[config.mk]
export PLATFORM = sky130hd
export DESIGN_NAME = hub75_rx
export DESIGN_NICKNAME = d
export VERILOG_FILES = /design/src/rtl/hub75_pkg.sv /design/src/rtl/hub75_rx_sync.sv /design/src/rtl/hub75_rx.sv
export SDC_FILE = /design/constraint.sdc
export NUM_CORES = 1
export LEC_CHECK = 0
export CORE_ASPECT_RATIO = 1.75
export CORE_MARGIN = 10
export CORE_UTILIZATION = 45
export DETAILED_ROUTE_END_ITERATION = 6
export GPL_TIMING_DRIVEN = 0
export HOLD_SLACK_MARGIN = 0.08
export PLACE_DENSITY = 0.56
export SLEW_MARGIN = 20
export SYNTH_ARGS = -nofsm -noshare
export SYNTH_HDL_FRONTEND = slang
export SYNTH_SLANG_ARGS = --single-unit
export TNS_END_PERCENT = 50
[constraint.sdc]
create_clock -name clk -period 11.4 [get_ports clk]
set_input_delay 2.28 -clock clk [delete_from_list [all_inputs] [get_ports clk]]
set_output_delay 2.28 -clock clk [all_outputs]
set_load 0.1 [all_outputs]
[src/rtl/hub75_pkg.sv]
`default_nettype none
// ============================================================================
//  Module      : hub75_pkg
//  Description : Shared types and default sizing for the HUB75 receive path.
//  Revision    : 1.0  initial release
// ============================================================================
package hub75_pkg;

    localparam int DEF_PIXEL_COLUMNS = 64;
    localparam int DEF_ADDR_BITS     = 4;

    // One pixel lane, bit order {B,G,R}
    typedef logic [2:0] rgb_t;

    // Output drain sequencing: upper half line, then lower half line
    typedef enum logic [1:0] {
        IDLE = 2'd0,
        TOP  = 2'd1,
        BOT  = 2'd2
    } drain_state_t;

endpackage : hub75_pkg
`default_nettype wire

[src/rtl/hub75_rx_sync.sv]
`default_nettype none
// ============================================================================
//  Module      : hub75_rx_sync
//  Description : Multi-flop synchronizer with a rising-edge detect register.
//                All bits share the same depth so buses stay cycle-aligned.
//  Revision    : 1.0  initial release
// ============================================================================
module hub75_rx_sync #(
    parameter int               STAGES  = 2,
    parameter int               WIDTH   = 1,
    parameter logic [WIDTH-1:0] RST_VAL = '0
) (
    input  logic             clk,
    input  logic             rst,
    input  logic [WIDTH-1:0] i_d,
    output logic [WIDTH-1:0] o_q,
    output logic [WIDTH-1:0] o_rise
);

    logic [WIDTH-1:0] r_sync [STAGES];
    logic [WIDTH-1:0] r_prev;

    // Synchronizer chain plus one extra flop holding the previous synced value
    always_ff @(posedge clk) begin
        if (rst) begin
            for (int i = 0; i < STAGES; i++) begin
                r_sync[i] <= RST_VAL;
            end
            r_prev <= RST_VAL;
        end else begin
            r_sync[0] <= i_d;
            for (int i = 1; i < STAGES; i++) begin
                r_sync[i] <= r_sync[i-1];
            end
            r_prev <= r_sync[STAGES-1];
        end
    end

    assign o_q    = r_sync[STAGES-1];
    assign o_rise = o_q & ~r_prev;

endmodule : hub75_rx_sync
`default_nettype wire

[src/rtl/hub75_rx.sv]
`default_nettype none
// ============================================================================
//  Module      : hub75_rx
//  Description : HUB75 receive-side capture. Shifts each incoming line into a
//                capture buffer, commits it on latch into an output buffer and
//                drains it as a valid/ready pixel stream (upper then lower half).
//  Revision    : 1.0  initial release
// ============================================================================
module hub75_rx
    import hub75_pkg::*;
#(
    parameter int PIXEL_COLUMNS = DEF_PIXEL_COLUMNS,
    parameter int ADDR_BITS     = DEF_ADDR_BITS,
    parameter int SYNC_STAGES   = 2
) (
    input  logic                             clk,
    input  logic                             rst,
    input  logic                             hub_clk,
    input  logic                             hub_lat,
    input  logic                             hub_oe_n,
    input  logic [ADDR_BITS-1:0]             hub_addr,
    input  logic [2:0]                       hub_rgb0,
    input  logic [2:0]                       hub_rgb1,
    output logic                             pix_valid,
    input  logic                             pix_ready,
    output logic [ADDR_BITS:0]               pix_row,
    output logic [$clog2(PIXEL_COLUMNS)-1:0] pix_col,
    output rgb_t                             pix_rgb,
    output logic                             line_done,
    output logic                             oe_active,
    output logic                             len_err,
    output logic                             ovf_err
);

    localparam int c_col_w = $clog2(PIXEL_COLUMNS);
    localparam int c_cnt_w = $clog2(PIXEL_COLUMNS + 1);
    localparam int c_dat_w = ADDR_BITS + 6;
    localparam logic [c_col_w-1:0] c_last_col = c_col_w'(PIXEL_COLUMNS - 1);
    localparam logic [c_cnt_w-1:0] c_full_cnt = c_cnt_w'(PIXEL_COLUMNS);

    // ---------------- input synchronization ----------------
    logic [2:0]         w_ctl_q, w_ctl_rise;
    logic [c_dat_w-1:0] w_dat_q, w_dat_rise;

    hub75_rx_sync #(.STAGES(SYNC_STAGES), .WIDTH(3), .RST_VAL(3'b100)) u_sync_ctl (
        .clk    (clk),
        .rst    (rst),
        .i_d    ({hub_oe_n, hub_lat, hub_clk}),
        .o_q    (w_ctl_q),
        .o_rise (w_ctl_rise)
    );

    hub75_rx_sync #(.STAGES(SYNC_STAGES), .WIDTH(c_dat_w), .RST_VAL('0)) u_sync_dat (
        .clk    (clk),
        .rst    (rst),
        .i_d    ({hub_addr, hub_rgb1, hub_rgb0}),
        .o_q    (w_dat_q),
        .o_rise (w_dat_rise)
    );

    logic                 w_clk_rise, w_lat_rise;
    logic [ADDR_BITS-1:0] w_addr;
    logic [5:0]           w_pix;
    logic                 w_unused;

    assign w_clk_rise = w_ctl_rise[0];
    assign w_lat_rise = w_ctl_rise[1];
    assign oe_active  = ~w_ctl_q[2];
    assign w_addr     = w_dat_q[c_dat_w-1:6];
    assign w_pix      = w_dat_q[5:0];
    assign w_unused   = &{1'b0, w_ctl_rise[2], w_ctl_q[1:0], w_dat_rise};

    // ---------------- capture side ----------------
    logic [5:0]           r_cap [PIXEL_COLUMNS];
    logic [5:0]           r_out [PIXEL_COLUMNS];
    logic [c_cnt_w-1:0]   r_shift_cnt;
    logic                 r_overrun;
    logic                 r_commit;
    logic [ADDR_BITS-1:0] r_lat_addr;
    logic [ADDR_BITS-1:0] r_out_addr;
    drain_state_t         r_state, w_state_nxt;
    logic [c_col_w-1:0]   r_col, w_col_nxt;

    logic                 w_cnt_full, w_len_ok, w_busy;
    logic [c_col_w-1:0]   w_wr_col;

    assign w_cnt_full = (r_shift_cnt == c_full_cnt);
    assign w_wr_col   = c_last_col - r_shift_cnt[c_col_w-1:0];
    // A clock edge in the latch cycle counts toward the line being latched
    assign w_len_ok   = !r_overrun && (w_clk_rise ? (r_shift_cnt == c_full_cnt - c_cnt_w'(1))
                                                  : w_cnt_full);
    assign w_busy     = (r_state != IDLE) || r_commit;

    // Shift counter, overrun tracking, latch decision and sticky error flags
    always_ff @(posedge clk) begin
        if (rst) begin
            r_shift_cnt <= '0;
            r_overrun   <= 1'b0;
            r_commit    <= 1'b0;
            r_lat_addr  <= '0;
            r_out_addr  <= '0;
            len_err     <= 1'b0;
            ovf_err     <= 1'b0;
        end else begin
            r_commit <= 1'b0;
            if (r_commit) begin
                r_out_addr <= r_lat_addr;
            end
            if (w_clk_rise) begin
                if (w_cnt_full) begin
                    r_overrun <= 1'b1;
                end else begin
                    r_shift_cnt <= r_shift_cnt + c_cnt_w'(1);
                end
            end
            if (w_lat_rise) begin
                r_shift_cnt <= '0;
                r_overrun   <= 1'b0;
                if (!w_len_ok) begin
                    len_err <= 1'b1;
                end else if (w_busy) begin
                    ovf_err <= 1'b1;
                end else begin
                    r_commit   <= 1'b1;
                    r_lat_addr <= w_addr;
                end
            end
        end
    end

    // Pixel storage: capture on shift edges, snapshot into output buffer on commit.
    // Commit happens one cycle after the latch so a coincident shift sample is included.
    always_ff @(posedge clk) begin
        if (w_clk_rise && !w_cnt_full) begin
            r_cap[w_wr_col] <= w_pix;
        end
        if (r_commit) begin
            r_out <= r_cap;
        end
    end

    // ---------------- drain FSM ----------------
    // State and column registers
    always_ff @(posedge clk) begin
        if (rst) begin
            r_state <= IDLE;
            r_col   <= '0;
        end else begin
            r_state <= w_state_nxt;
            r_col   <= w_col_nxt;
        end
    end

    logic w_fire;
    assign w_fire = pix_valid && pix_ready;

    // Next-state, column advance and end-of-line pulse
    always_comb begin
        w_state_nxt = r_state;
        w_col_nxt   = r_col;
        line_done   = 1'b0;
        case (r_state)
            IDLE: begin
                if (r_commit) begin
                    w_state_nxt = TOP;
                    w_col_nxt   = '0;
                end
            end
            TOP: begin
                if (w_fire) begin
                    if (r_col == c_last_col) begin
                        w_state_nxt = BOT;
                        w_col_nxt   = '0;
                    end else begin
                        w_col_nxt = r_col + c_col_w'(1);
                    end
                end
            end
            BOT: begin
                if (w_fire) begin
                    if (r_col == c_last_col) begin
                        w_state_nxt = IDLE;
                        w_col_nxt   = '0;
                        line_done   = 1'b1;
                    end else begin
                        w_col_nxt = r_col + c_col_w'(1);
                    end
                end
            end
            default: begin
                w_state_nxt = IDLE;
                w_col_nxt   = '0;
            end
        endcase
    end

    // Output word decode, purely from registered state so it is stable under stall
    always_comb begin
        pix_valid = 1'b0;
        pix_row   = '0;
        pix_col   = r_col;
        pix_rgb   = '0;
        case (r_state)
            TOP: begin
                pix_valid = 1'b1;
                pix_row   = {1'b0, r_out_addr};
                pix_rgb   = r_out[r_col][2:0];
            end
            BOT: begin
                pix_valid = 1'b1;
                pix_row   = {1'b1, r_out_addr};
                pix_rgb   = r_out[r_col][5:3];
            end
            default: begin
                pix_col = '0;
            end
        endcase
    end

endmodule : hub75_rx
`default_nettype wire

==> metrics.txt, run 1 <==
critical setup path kind input port to primary output; leakage power of the design slightly above 10 nW; global-route wire length before repair 88,200 um; Synth Flop Type edfxtp_1; power density cells 175 nW/um^2; Post-CTS Hold Buffers 0; Avg Inst Size Synth between 20 and 25 um^2; Final min period approximately 7000 ps; initial antenna violation count 0; Initial Util 0.455; final setup margin about 4500 ps; Die Ht between 300 and 400 um; post-cts sizing count 0; Place WS approximately 4500 ps; Routed WL around 60,000 um; Detailed Route Iter0 Violations 875; most common cell in the netlist edfxtp_1; Seq/Total Area, Yosys 0.839; post-route insts no fill 2,309; RSZ-0062 raised after global routing false; list of most frequent post-synthesis cells 768 x edfxtp_1, 98 x nor2_1, 83 x mux4_2, 55 x dfxtp_1, 40 x mux2i_1; Worst R2R End r_cap[210]; worst vdd rail ir drop around 0.000091 V; Max Fanout on Critical Path 7; CTS Sinks a little over 800; Netlist cell types 45; maxcap violations 0; Final Setup Violations 0; Worst-Margin Slew roughly 1100 ps; CTS clk-pin slew, worst paths approximately 70 ps; Fmax roughly 0.15 GHz; WL per Instance 26.2 um; width of the chip 211 um; min-delay worst type register to register; startpoint class of the critical path input port; Final period util 0.605; layout cells sized above 1 0.163; Hold Vio Cnt, Final 0; CP arrival roughly 4600 ps; data required time of the worst path around 9000 ps; async set-or-reset flop fraction in the synthesized netlist 0; clk buf depth 3; Yosys reg bits around 820; IO Pins 35; outcome finished, final reports clean; beginning of the critical path pix_ready; DPL Wire Length a little over 40,000 um; Slew HR 0.288; DRT antenna net count 0; max-slew violations 0; clock buffer count from CTS 72; GRT Util Overall 0.164; vias in the first global route 13,200; critical path endpoint category primary output; routability cong. 0.832; R2R cell count 7; Netlist Area Pre-Place 28,800 um^2; EDFF count, synth about 770; Synth Warn # 0; setup TNS 0 ps; grt ovf 0; R2R Setup Slk between 8000 and 9000 ps; port bufs 34; drt first pass iters 5; CTS H-Tree Depth 3; placed cells about 2,200; CTS tree yes; Synth top area share 0.801; CORE AREA between 60,000 and 70,000 um^2; Die ar. 74,900 um^2; Cells after Synth about 1,300; area grow syn2layout 13.7%; DRC viols 0; post-CTS setup buffers 0; nets around 1,500; Skew-Pair Late Insertion Delay just over 600 ps; R2R Path Start r_shift_cnt[4]; Synth area leader edfxtp_1; Net Count, Synth 1,352; Clock Skew around 19 ps; via/cell ratio 5.35; vias between 10,000 and 15,000; # diodes 0; top area cells in the synthesized netlist edfxtp_1 80%, mux4_2 6.5%, dfxtp_1 3.8%; Root Buffer clkbuf_16; largest net degree at the start of global routing 65; Worst Setup EP line_done; FP Rows 122
-- power breakdown --
part | switching (mW) | total (mW) | leakage, nW | internal (mW)
Sequential | 0.0103 | 3.28 | 7.43 | 3.27
Combinational | 0.0483 | 0.0692 | 1.57 | 0.0209
Clock | 1.05 | 2.37 | 1.10 | 1.33
Total | 1.11 | 5.73 | 10.1 | 4.62
-- cell families (layout without fill, tap and decap cells) --
group           Yosys count  count (layout)  share of synthesized area
flops                   823             823                      0.839
simple gates            236             236                     0.0399
mux                     136             136                     0.0907
buf+inv                  62             236                     0.0117
compound gates           61              61                     0.0143
fa+ha+maj                 7               7                    0.00304
xor+xnor                  4               4                    0.00122
-- cell type report --
type,count,area (um^2)
plain buffers,51,297
clock buffers,90,1980
clock inverters,38,308
fillers,4937,30600
inverters,11,41.3
multi-input cells,444,4300
flip-flops and latches,823,24200
well taps,806,1010
repair buffers,46,641
-- per-stage QoR --
step           area [um^2]  power [mW]  utilization  hold WS, ps
2_1_floorplan        28800        3.38            -          389
3_3_place_gp         30100        3.42        0.476          397
3_5_place_dp         30500        3.42        0.481          399
4_1_cts              32800        5.79        0.517          406
5_1_grt              32800        5.91        0.517          415
6_report             32800        5.73        0.517          403
-- cells in the final DEF, fill, tap and decap left out, types with 9 or more instances in the layout --
master           netlist  routed
clkinv_1               0      18
clkdlybuf4s50_1        0      34
mux4_2                83      83
nor2b_1               36      36
dfxtp_1               55      48
and2_1                12      12
mux2i_1               40      40
clkbuf_16              0      77
inv_1                 11      11
buf_4                 10      10
clkbuf_1              17      30
mux4_1                13      13
o21ai_0                9       9
buf_2                 18      18
a21oi_1               15      15
edfxtp_1             768     768
nand2_1               30      30
nor2_1                98      98
nand3_1               18      18
-- worst min-delay path by stage --
stage / start / end / slack [ps] / depth (start not counted)
after detailed placement: u_sync_ctl.r_sync[0][2] / u_sync_ctl.r_sync[0][5] / 400 / 1
after global placement: u_sync_ctl.r_sync[0][2] / u_sync_ctl.r_sync[0][5] / 400 / 1
after floorplan: u_sync_ctl.r_sync[0][2] / u_sync_ctl.r_sync[0][5] / 390 / 1
after global routing: r_cap[63] / r_out[63] / 420 / 0
final: r_cap[45] / r_out[45] / 400 / 0
after CTS: r_cap[63] / r_out[63] / 410 / 0
-- sequential cells by signal, summed over array words and instances (netlist names), 2 cells and up --
register / cells
r_state: 2
r_cap: 384
u_sync_dat.r_sync: 20
r_col: 6
r_shift_cnt: 7
r_out: 384
u_sync_ctl.r_sync: 6
r_out_addr: 4
r_lat_addr: 4
u_sync_ctl.r_prev: 2
-- worst max-delay path, cell delays in order --
cell,delay (ps)
clkdlybuf4s50_1,660
nand3_1,150
nor3_1,310
clkdlybuf4s50_1,1210
-- metal layers --
layer | routed length, um | track usage | up-vias | share of wire
met3 | 2800 | 0.0334 | 109 | 0.046
met5 | 0 | 0 | - | 0
li1 | - | - | 5540 | -
met4 | 2280 | 0.0716 | 0 | 0.038
met1 | 21700 | 0.178 | 6426 | 0.36
met2 | 33600 | 0.303 | 289 | 0.56
Note: power is estimated with default switching activity, not from simulation.
==> inputs of run 2 (changes only) <==
--- a/config.mk
+++ b/config.mk
@@ -11,7 +11,7 @@
 export DETAILED_ROUTE_END_ITERATION = 6
 export GPL_TIMING_DRIVEN = 0
 export HOLD_SLACK_MARGIN = 0.08
-export PLACE_DENSITY = 0.56
+export PLACE_DENSITY = 0.59
 export SLEW_MARGIN = 20
 export SYNTH_ARGS = -nofsm -noshare
 export SYNTH_HDL_FRONTEND = slang
==> constraint.sdc (replaced) <==
create_clock -name clk -period 5.75 [get_ports clk]
set_input_delay 1.15 -clock clk [delete_from_list [all_inputs] [get_ports clk]]
set_output_delay 1.15 -clock clk [all_outputs]
set_load 0.1 [all_outputs]
==> run 2 against run 1 <==
  * First-iteration DRC count is 24% higher
  * Utilization is 0.13 points lower
  * Global-route usage is 0.22 points lower
  * Largest power group unchanged
  * Sequential share of layout area is 0.18 points higher
  * Largest cell class unchanged
  * Register-to-register slack worse by 5800 ps
  * Final cell count is 0.13% lower
  * Die area stayed put
==> metrics.txt, run 2 (synthesis results as in run 1) <==
port bufs 34; WL per Instance 26.1 um; post-cts sizing count 0; most common cell after layout, fill and taps aside edfxtp_1; width of the chip approximately 210 um; via/cell ratio 5.43; largest net degree at the start of global routing 65; Initial Util 0.455; Root Buffer clkbuf_16; Worst-Margin Slew about 1000 ps; drt first pass iters 5; Die Ht 355 um; setup TNS 0 ps; vias 12,500; DPL Wire Length roughly 40,000 um; Max Fanout on Critical Path 10; leakage power of the design just over 10 nW; CP Cell Sequence buf_4 > buf_2 > buf_2 > buf_2 > nor2_1 > a21oi_1 > nand3_1 > nand3_1 > clkdlybuf4s50_1; post-CTS setup buffers 0; Die ar. approximately 75,000 um^2; DRC viols 0; Place WS roughly 860 ps; Detailed Route Iter0 Violations approximately 1,100; layout cells sized above 1 0.166; biggest regs r_cap (384), r_out (384), u_sync_dat.r_sync (20); final setup margin 275 ps; data required time of the worst path about 4600 ps; global-route wire length before repair between 80,000 and 90,000 um; vias in the first global route 13,200; Layout Cell Area excl Fill ~33,000 um^2; clock buffer count from CTS 69; CP top delay family buffers and inverters; RSZ-0062 raised after global routing false; Skew-Pair Late Insertion Delay 610 ps; slowest CP cell clkdlybuf4s50_1; worst vdd rail ir drop 0.000179 V; max incr delay on CP 1160 ps; cell mode on critical path buf_2; Slew HR 0.334; most frequent cells in the layout 768 x edfxtp_1, 98 x nor2_1, 83 x mux4_2; # diodes 0; Post-CTS Hold Buffers 0; routability cong. 0.851; startpoint class of the critical path register; nets around 1,500; power density cells 343 nW/um^2; min-delay worst type register to register; critical setup path kind register to primary output; Final Setup Violations 0; Routed WL around 60,000 um; area grow syn2layout 13.5%; FP Rows around 120; dpl cell area about 30,000 um^2; Clock Skew roughly 21 ps; Fmax about 0.18 GHz; critical path endpoint category primary output; CORE AREA approximately 63,000 um^2; CTS tree yes; Final period util 0.952; # fillers around 5,000; Hold Vio Cnt, Final 0; clk buf depth 3; initial antenna violation count 0; GRT Util Overall 0.162; DRT antenna net count 0; CTS Sinks ~800; Final min period about 5500 ps; CP arrival about 4300 ps; IO Pins 35; grt ovf 0; CTS H-Tree Depth 3; outcome finished, final reports clean; Worst Path Buf+Inv 5; maxcap violations 0; Final Hold Slack 400 ps; max-slew violations 0; Pwr Total 11.2 mW; CTS clk-pin slew, worst paths 70 ps
==> run 2: cell type report <==
| class | instances | area [um^2] | area share |
|---|---|---|---|
| timing repair buffer | 46 | 633 | 0.0194 |
| multi-input combinational | 444 | 4300 | 0.131 |
| sequential | 823 | 24200 | 0.740 |
| buffer | 51 | 297 | 0.00908 |
| clock inverter | 39 | 305 | 0.00934 |
| clock buffer | 86 | 1910 | 0.0583 |
| inverter | 11 | 41.3 | 0.00126 |
| tap | 806 | 1010 | 0.0309 |
==> run 2: stage by stage <==
stage,util,std cells
finish,0.516,2306
global route,0.516,2306
CTS,0.516,2306
detailed placement,0.481,2181
global placement,0.476,2169
floorplan,-,1329
==> run 2: worst paths after layout <==
path / start / to / slack, ps / depth (start not counted)
min: r_cap[103] / r_out[103] / 400 / 0
max reg2reg: r_shift_cnt[4] / r_cap[310] / 2440 / 7
min reg2reg: r_cap[103] / r_out[103] / 400 / 0
max: r_col[1] / pix_rgb[0] / 270 / 9
==> run 2: routing by layer <==
metal	vias up	GRT usage	share of wire
met3	101	0.0201	0.040
met5	-	0	0
met1	6540	0.172	0.35
met4	0	0.0689	0.035
li1	5525	-	-
met2	361	0.313	0.57
==> run 2: report_power, final <==
group / internal (mW) / switching [mW] / leakage, nW
Clock: 2.54 / 2.03 / 1.06
Sequential: 6.49 / 0.0200 / 7.43
Combinational: 0.0412 / 0.0943 / 1.57
Total: 9.07 / 2.14 / 10.1
==> inputs of run 3 (changes only) <==
--- a/config.mk
+++ b/config.mk
@@ -5,6 +5,7 @@
 export SDC_FILE = /design/constraint.sdc
 export NUM_CORES = 1
 export LEC_CHECK = 0
+export CAP_MARGIN = 25
 export CORE_ASPECT_RATIO = 1.75
 export CORE_MARGIN = 10
 export CORE_UTILIZATION = 45
==> results of run 3 <==
The final DEF is identical to that of run 2; final timing and power are the same.
